$ cat config.mk
export PLATFORM = sky130hd
export DESIGN_NAME = branch_predictor_flat
export DESIGN_NICKNAME = d
export VERILOG_FILES = /design/src/rtl/branch_predictor_if.sv /design/src/rtl/branch_predictor.sv /design/src/flat_wrapper.sv
export SDC_FILE = /design/constraint.sdc
export NUM_CORES = 1
export LEC_CHECK = 0
export BUFFER_PORTS_ARGS = -buffer_cell sky130_fd_sc_hd__buf_4
export CORE_ASPECT_RATIO = 1.5
export CORE_MARGIN = 10
export CORE_UTILIZATION = 45
export CTS_BUF_LIST = sky130_fd_sc_hd__clkbuf_8
export CTS_CLUSTER_SIZE = 8
export DETAILED_ROUTE_END_ITERATION = 6
export GPL_TIMING_DRIVEN = 0
export PLACE_DENSITY = 0.68
export SYNTH_ARGS = -nofsm -noshare
export SYNTH_HDL_FRONTEND = slang
export SYNTH_SLANG_ARGS = --single-unit
export TNS_END_PERCENT = 100
$ cat constraint.sdc
create_clock -name clk -period 3.7 [get_ports clk]
set_input_delay 0.185 -clock clk [delete_from_list [all_inputs] [get_ports clk]]
set_output_delay 0.185 -clock clk [all_outputs]
set_load 0.02 [all_outputs]
$ cat src/rtl/branch_predictor_if.sv
// Fetch/resolve bundle between the fetch stage, the execute stage and branch_predictor.
interface branch_predictor_if #(
  parameter int PC_W = 8
);
  logic            memory_stall;
  logic [PC_W-1:0] fetch_pc;
  logic            pred_taken;
  logic [PC_W-1:0] pred_next_pc;
  logic            res_valid;
  logic [PC_W-1:0] res_pc;
  logic [PC_W-1:0] res_target;
  logic            res_taken;
  logic            res_prev_taken;
  logic            flush;
  logic [PC_W-1:0] redirect_pc;

  modport master (
    output memory_stall, fetch_pc, res_valid, res_pc, res_target, res_taken, res_prev_taken,
    input  pred_taken, pred_next_pc, flush, redirect_pc
  );

  modport slave (
    input  memory_stall, fetch_pc, res_valid, res_pc, res_target, res_taken, res_prev_taken,
    output pred_taken, pred_next_pc, flush, redirect_pc
  );
endinterface

$ cat src/rtl/branch_predictor.sv
// Fetch-side predictor: 2-bit BHT plus direct-mapped BTB, trained from execute-stage resolutions.
// Optional BP_PERF_CNT_EN adds saturating resolution/mispredict counters.
module branch_predictor #(
  parameter int IDX_W = 4,
  parameter int PC_W  = 8
) (
  input  logic clk,
  input  logic rst,
  branch_predictor_if.slave bus
`ifdef BP_PERF_CNT_EN
  ,
  output logic [15:0] perf_branches,
  output logic [15:0] perf_mispredicts
`endif
);
  localparam int unsigned DEPTH = 1 << IDX_W;
  localparam int TAG_W = PC_W - IDX_W - 2;

  logic [1:0]       cnt      [DEPTH];
  logic [DEPTH-1:0] valid;
  logic [TAG_W-1:0] tag_q    [DEPTH];
  logic [PC_W-1:0]  target_q [DEPTH];

  logic [IDX_W-1:0] f_idx, r_idx;
  logic [TAG_W-1:0] f_tag, r_tag;
  logic             hit, taken_pred, accept, mispredict, r_miss;
  logic [1:0]       next_cnt;

  always_comb begin
    f_idx = bus.fetch_pc[IDX_W+1:2];
    f_tag = bus.fetch_pc[PC_W-1:IDX_W+2];
    r_idx = bus.res_pc[IDX_W+1:2];
    r_tag = bus.res_pc[PC_W-1:IDX_W+2];

    // Reads see registered state only, so a same-cycle update shows up next cycle.
    hit        = valid[f_idx] && (tag_q[f_idx] == f_tag);
    taken_pred = !rst && hit && cnt[f_idx][1];
    bus.pred_taken   = taken_pred;
    bus.pred_next_pc = taken_pred ? target_q[f_idx] : bus.fetch_pc + PC_W'(4);

    accept     = bus.res_valid && !bus.memory_stall && !rst;
    mispredict = accept && (bus.res_taken != bus.res_prev_taken);
    bus.flush       = mispredict;
    bus.redirect_pc = mispredict ? bus.res_target : '0;

    // An invalid entry counts as a miss: a taken branch allocates it fresh at weakly-taken.
    r_miss   = !valid[r_idx] || (tag_q[r_idx] != r_tag);
    next_cnt = cnt[r_idx];
    if (bus.res_taken) begin
      if (r_miss)
        next_cnt = 2'b10;
      else if (cnt[r_idx] != 2'b11)
        next_cnt = cnt[r_idx] + 2'b01;
    end else if (cnt[r_idx] != 2'b00) begin
      next_cnt = cnt[r_idx] - 2'b01;
    end
  end

  always_ff @(posedge clk) begin
    if (rst) begin
      valid <= '0;
      for (int unsigned i = 0; i < DEPTH; i++) begin
        cnt[i]      <= 2'b01;
        tag_q[i]    <= '0;
        target_q[i] <= '0;
      end
    end else if (accept) begin
      cnt[r_idx] <= next_cnt;
      if (bus.res_taken) begin
        valid[r_idx]    <= 1'b1;
        tag_q[r_idx]    <= r_tag;
        target_q[r_idx] <= bus.res_target;
      end
    end
  end

`ifdef BP_PERF_CNT_EN
  always_ff @(posedge clk) begin
    if (rst) begin
      perf_branches    <= '0;
      perf_mispredicts <= '0;
    end else begin
      if (accept && perf_branches != '1)
        perf_branches <= perf_branches + 16'd1;
      if (mispredict && perf_mispredicts != '1)
        perf_mispredicts <= perf_mispredicts + 16'd1;
    end
  end
`endif

endmodule

$ cat src/flat_wrapper.sv
// flat-port wrapper written by rule: the top's interface ports become plain ports
module branch_predictor_flat 
#(
  parameter int IDX_W = 4,
  parameter int PC_W  = 8
)
  (clk, rst, bus_memory_stall, bus_fetch_pc, bus_res_valid, bus_res_pc, bus_res_target, bus_res_taken, bus_res_prev_taken, bus_pred_taken, bus_pred_next_pc, bus_flush, bus_redirect_pc);
  branch_predictor_if #(.PC_W(PC_W)) bus_i ();
  input  logic clk;
  input  logic rst;
  input wire logic [$bits(bus_i.memory_stall)-1:0] bus_memory_stall;
  input wire logic [$bits(bus_i.fetch_pc)-1:0] bus_fetch_pc;
  input wire logic [$bits(bus_i.res_valid)-1:0] bus_res_valid;
  input wire logic [$bits(bus_i.res_pc)-1:0] bus_res_pc;
  input wire logic [$bits(bus_i.res_target)-1:0] bus_res_target;
  input wire logic [$bits(bus_i.res_taken)-1:0] bus_res_taken;
  input wire logic [$bits(bus_i.res_prev_taken)-1:0] bus_res_prev_taken;
  output wire logic [$bits(bus_i.pred_taken)-1:0] bus_pred_taken;
  output wire logic [$bits(bus_i.pred_next_pc)-1:0] bus_pred_next_pc;
  output wire logic [$bits(bus_i.flush)-1:0] bus_flush;
  output wire logic [$bits(bus_i.redirect_pc)-1:0] bus_redirect_pc;
  assign bus_i.memory_stall = bus_memory_stall;
  assign bus_i.fetch_pc = bus_fetch_pc;
  assign bus_i.res_valid = bus_res_valid;
  assign bus_i.res_pc = bus_res_pc;
  assign bus_i.res_target = bus_res_target;
  assign bus_i.res_taken = bus_res_taken;
  assign bus_i.res_prev_taken = bus_res_prev_taken;
  assign bus_pred_taken = bus_i.pred_taken;
  assign bus_pred_next_pc = bus_i.pred_next_pc;
  assign bus_flush = bus_i.flush;
  assign bus_redirect_pc = bus_i.redirect_pc;
  branch_predictor #(.IDX_W(IDX_W), .PC_W(PC_W)) u_core (.clk(clk), .rst(rst), .bus(bus_i));
endmodule
==> metrics.csv, run 1 <==
metric,value,unit
global route overflow,0,
boundary pin count,48,
Die ar.,29900,µm²
Post-Syn Area per Cell,13.5,µm²
Hold EP,u_core.target_q[4][3],
number of iterations in the first detailed-routing pass,5,
CTS Buf Count,34,
crit path cell chain,buf_4 > buf_2 > buf_2 > buf_2 > a41oi_1 > o311ai_0 > nand4_2 > mux2_2 > buf_4,
dpl hpwl,19700,µm
Final Setup Violations,0,
DRC Markers,0,
hold depth,2,
width of the chip,145,µm
Critical Path Source,bus_fetch_pc[2],
Max Freq,307,MHz
Die Span Y,207,µm
area taken by multi-input logic gates,4050,µm²
cell repeated most along the worst path,buf_2,
Syn-to-layout area delta,11.8,%
pwr/cell area,425,nW/µm²
R2R Setup Slk,920,ps
"Seq/Total Area, Yosys",58.1,%
CP Data Required Time,3510,ps
"delay-heaviest family, CP",buffers and inverters,
Setup crit start kind,primary input,
DP Cell Count,1095,
count of pins over their slew limit,0,
vias in the first global route,6988,
CTS root buffer,clkbuf_8,
Crit Reg-Reg Startpoint,u_core.tag_q[15][0],
FF-to-FF End,u_core.cnt[13][1],
fin crit share,88.2,%
post-synth cell types,53,
Peak VDD IR,221,µV
Setup Crit Path Kind,in2out,
# Post-CTS Setup Buffers,0,
Initial Util,45.6,%
DRT iter0 DRCs,548,
WL final,27300,µm
Clock Skew,29.4,ps
clk sinks,208,
"Largest stage delay, worst path",550,ps
Worst Reg-to-Reg Cells,7,
RSZ-0062 raised after global routing,no,
synthesized instance count,774,
critical path peak fanout,10,
Rows,68,
"commonest non-fill, non-tap cell in the layout",edfxtp_1,
Port-buffer cells,41,
# Max-Cap Violations,0,
Vias per Instance,5.79,
Fin Hold WS,2.84,ps
clock latency on the worst-skew pair,530,ps
Pleak,4.13,nW
GRT Resource Usage Total,18.6,%
DRT antenna net count,0,
Fillers,2022,
synth warn,0,
drt wl/cell,23.7,µm
Buf/Inv on CP,5,
core area,23000,µm²
setup TNS,0,ps
"Net Count, Synth",805,
run status,"complete, no violations",
hold path start,bus_res_target[3],
crit path DAT,3080,ps
post-place setup slack,360,ps
Fin. Hold Viols,0,
Finished Layout Cells,1152,
Ant. Diodes,0,
share of cells above drive strength 1,23.5,%
most frequent cells in the layout,"192 x edfxtp_1, 169 x and2_1, 63 x mux4_2, 52 x nor2_1",
largest net degree at the start of global routing,11,
crit end category,primary output,
mapped cell area,10500,µm²
#FFs+latches synth,208,
worst rel slew slack,53.8,%
CTS HTree Levels,2,
Clock transition at path regs,60,ps
Worst path slowest cell,o311ai_0,
register area,6090,µm²
CTS max path bufs,3,
initial antenna violation count,0,
fin crit period,3260,ps
Final WS setup,438,ps
first-pass GRT wire length,41300,µm
CTS tree,built,
hold crit path type,in2reg,
DR vias,6673,
total power,4.97,mW
GP Congestion,0.968,
worst slew pin tran,693,ps
Final Net Count,883,
[through the flow]
| step | util (%) | instance area, µm² |
|---|---|---|
| floorplan | - | 10500 |
| global placement | 48.4 | 11100 |
| detailed placement | 48.4 | 11100 |
| CTS | 50.9 | 11700 |
| global route | 50.9 | 11700 |
| finish | 50.9 | 11700 |
[routing by layer]
layer | wire [µm] | global-route usage [%] | vias to the layer above
li1 | - | - | 2975
met1 | 9880 | 20.5 | 3373
met2 | 15100 | 34.7 | 251
met3 | 1480 | 3.41 | 74
met4 | 864 | 6.77 | 0
met5 | 0 | 0 | -
[cell families (layout without fill, tap and decap cells)]
| group | after synthesis | in the layout | share of synthesized area [%] |
|---|---|---|---|
| buffers and inverters | 74 | 172 | 3.18 |
| flip-flops | 208 | 208 | 58.1 |
| AO/OA/AOI/OAI | 29 | 29 | 2.02 |
| AND/OR/NAND/NOR | 365 | 365 | 19.9 |
| XOR/XNOR | 16 | 16 | 1.34 |
| multiplexers | 81 | 81 | 15.3 |
| adder cells (fa/ha/maj) | 1 | 1 | 0.119 |
[what timing repair did]
action | 4_1_cts | 5_1_grt
hold buffers | 1 | 0
resized for setup | 0 | 0
hold endpoints to repair | 6 | 0
[area by class of cell]
class | instances | area share, %
clock inverter | 22 | 0.813
clock buffer | 34 | 4.00
buffer | 68 | 2.65
timing repair buffer | 42 | 2.72
tap | 280 | 2.99
sequential | 208 | 52.0
multi-input combinational | 492 | 34.6
inverter | 6 | 0.192
[sequential cells by signal, indices dropped and copies added (netlist names)]
signal	cells
u_core.cnt	32
u_core.target_q	128
u_core.valid	16
u_core.tag_q	32
[how the worst max path moves through the flow]
stage	endpoint	slack, ps	cells past startpoint
3_3_place_gp	u_core.cnt[14][1]	420	7
6_report	bus_pred_next_pc[3]	440	9
3_5_place_dp	u_core.cnt[14][1]	360	7
2_1_floorplan	u_core.cnt[10][1]	1160	7
4_1_cts	bus_pred_next_pc[3]	470	7
5_1_grt	bus_pred_next_pc[3]	200	9
[Yosys cell counts, drive strengths merged]
library cell	number	area share (%)
a2111o	1	0.11
o21ai	4	0.23
nand4	2	0.18
a211oi	4	0.29
clkbuf	48	1.7
nor3b	2	0.24
a41oi	1	0.084
o221ai	1	0.084
nor4	16	1.3
clkinv	1	0.036
o21ba	1	0.096
mux2i	14	1.3
or4	1	0.072
a21oi	5	0.24
nand2b	4	0.24
o211ai	2	0.19
xnor2	8	0.67
and3	5	0.30
nand2	48	1.7
o21bai	1	0.072
a31oi	3	0.18
o2111ai	1	0.084
nand3b	1	0.072
ha	1	0.12
nor3	19	1.1
nor2	52	1.9
edfxtp	192	55
or3	3	0.18
buf	20	1.2
o311ai	1	0.084
o22ai	2	0.12
nand3	9	0.43
inv	5	0.18
xor2	8	0.67
dfxtp	16	3.1
and3b	2	0.17
mux4	63	14
a221oi	1	0.084
a311oi	1	0.084
nor2b	3	0.18
mux2	4	0.43
and2	169	10
or2	29	1.7
[power breakdown]
group | internal, mW | leakage, nW | switching [mW]
Combinational | 0.213 | 1.85 | 0.305
Sequential | 2.67 | 1.94 | 0.0350
Clock | 0.853 | 0.343 | 0.899
[worst register-to-register path, delay by kind of cell, from the launching register on]
| kind | cells | cell delay, ps |
|---|---|---|
| AO/OA/AOI/OAI | 1 | 180 |
| XOR/XNOR | 1 | 200 |
| buffers and inverters | 1 | 230 |
| flip-flops | 1 | 390 |
| multiplexers | 2 | 1040 |
| AND/OR/NAND/NOR | 2 | 470 |
Power figures use the tool's default switching activity.
==> run 2: changes to the inputs <==
Settings changed: CELL_PAD_IN_SITES_DETAIL_PLACEMENT set to 0, CELL_PAD_IN_SITES_GLOBAL_PLACEMENT set to 1, MAX_ROUTING_LAYER set to met4, PLACE_DENSITY 0.68 to 0.78.
==> metrics.csv, run 2 (synthesized netlist as in run 1, its figures left out) <==
metric,value,unit
DRC Markers,0,
worst slew pin tran,802,ps
Final Net Count,888,
DR vias,6535,
area taken by multi-input logic gates,4050,µm²
Die Span Y,207,µm
width of the chip,145,µm
critical path peak fanout,10,
boundary pin count,48,
hold crit path type,in2reg,
CTS root buffer,clkbuf_8,
Largest register FFs,128,
Die ar.,29900,µm²
# Max-Cap Violations,0,
DP Cell Count,1095,
worst rel slew slack,46.3,%
CTS tree,built,
DRT antenna net count,0,
crit path DAT,3180,ps
CP Data Required Time,3510,ps
WL final,27600,µm
cell repeated most along the worst path,buf_2,
CTS max path bufs,3,
Initial Util,45.6,%
pwr/cell area,421,nW/µm²
dpl hpwl,19800,µm
share of cells above drive strength 1,23.0,%
"commonest non-fill, non-tap cell in the layout",edfxtp_1,
largest net degree at the start of global routing,15,
Area after DPL,11100,µm²
Final Setup Violations,0,
# hold bufs at CTS,9,
Ant. Diodes,0,
"Largest stage delay, worst path",600,ps
Setup crit start kind,primary input,
first-pass GRT wire length,42000,µm
RSZ-0062 raised after global routing,no,
Pleak,4.19,nW
Syn-to-layout area delta,12.6,%
Rows,68,
Vias per Instance,5.63,
run status,"complete, no violations",
Worst path slowest cell,o311ai_0,
Clock transition at path regs,60,ps
GRT Resource Usage Total,19.4,%
Setup Crit Path Kind,in2out,
Final Util,51.3,%
Final Instance Area,11800,µm²
count of pins over their slew limit,0,
initial antenna violation count,0,
core area,23000,µm²
registers with the most flip-flops,"u_core.target_q x128, u_core.cnt x32, u_core.tag_q x32",
vias in the first global route,7059,
drt wl/cell,23.7,µm
register area,6090,µm²
crit end category,primary output,
most frequent cells in the layout,"192 x edfxtp_1, 169 x and2_1, 63 x mux4_2, 52 x nor2_1",
Clock Skew,12.6,ps
setup TNS,0,ps
register with the most flip-flops,u_core.target_q,
Fin Hold WS,140,ps
Max Freq,297,MHz
clk sinks,208,
R2R Setup Slk,930,ps
Fin. Hold Viols,0,
DRT iter0 DRCs,428,
fin crit share,91.0,%
Buf/Inv on CP,5,
Finished Layout Cells,1161,
GP Congestion,0.906,
clock latency on the worst-skew pair,550,ps
CTS HTree Levels,1,
number of iterations in the first detailed-routing pass,4,
fin crit period,3370,ps
crit path cell chain,buf_4 > buf_2 > buf_2 > buf_2 > a41oi_1 > o311ai_0 > nand4_2 > mux2_2 > buf_4,
# Post-CTS Setup Buffers,0,
"delay-heaviest family, CP",buffers and inverters,
Peak VDD IR,252,µV
Fillers,1976,
global route overflow,0,
CTS Buf Count,31,
Port-buffer cells,41,
post-CTS sizing,0,
run 2: cell types whose count changed in the layout (fill, tap and decap cells not counted), sizes merged:
cell | before | now
bufinv | 0 | 1
clkbuf | 82 | 81
clkinv | 3 | 2
clkinvlp | 2 | 0
dlygate4sd3 | 1 | 9
inv | 23 | 27
run 2: area by class of cell:
type                            count  share of cell area [%]
Buffer                             68                    2.63
Sequential cell                   208                    51.6
Clock buffer                       33                    3.85
Clock inverter                     24                   0.998
Timing Repair Buffer               50                    3.37
Tap cell                          280                    2.97
Inverter                            6                   0.191
Multi-Input combinational cell    492                    34.4
run 2: path summary, 6_finish.rpt:
path	startpoint	endpoint	depth (start not counted)
setup / recovery	bus_fetch_pc[2]	bus_pred_next_pc[3]	9
hold / removal	bus_res_valid	u_core.cnt[4][0]	4
setup reg to reg	u_core.tag_q[14][0]	u_core.cnt[13][1]	7
hold reg to reg	u_core.valid[14]	u_core.valid[14]	2
run 2: worst min-delay path, stage by stage:
cell,delay [ps]
buf_4,110
nand2_1,110
nor3_1,100
nand3_1,70
run 2: metal layers:
layer	global-route usage, %	up-vias	share of wire, %
li1	-	2986	-
met1	21.3	3303	37
met2	35.4	189	55
met3	2.38	57	4.6
met4	6.84	0	3.3
met5	-	-	0
run 2: stage by stage:
stage / setup WS (ps) / power, mW
global placement: 393 / 3.27
global route: 272 / 5.14
CTS: 400 / 4.99
finish: 333 / 4.96
floorplan: 1160 / 3.07
detailed placement: 385 / 3.27
run 2: report_power, final:
group / total (mW) / switching [mW] / internal, mW / leakage (nW)
Clock: 1.73 / 0.849 / 0.884 / 0.372
Combinational: 0.528 / 0.310 / 0.218 / 1.88
Sequential: 2.70 / 0.0333 / 2.67 / 1.94
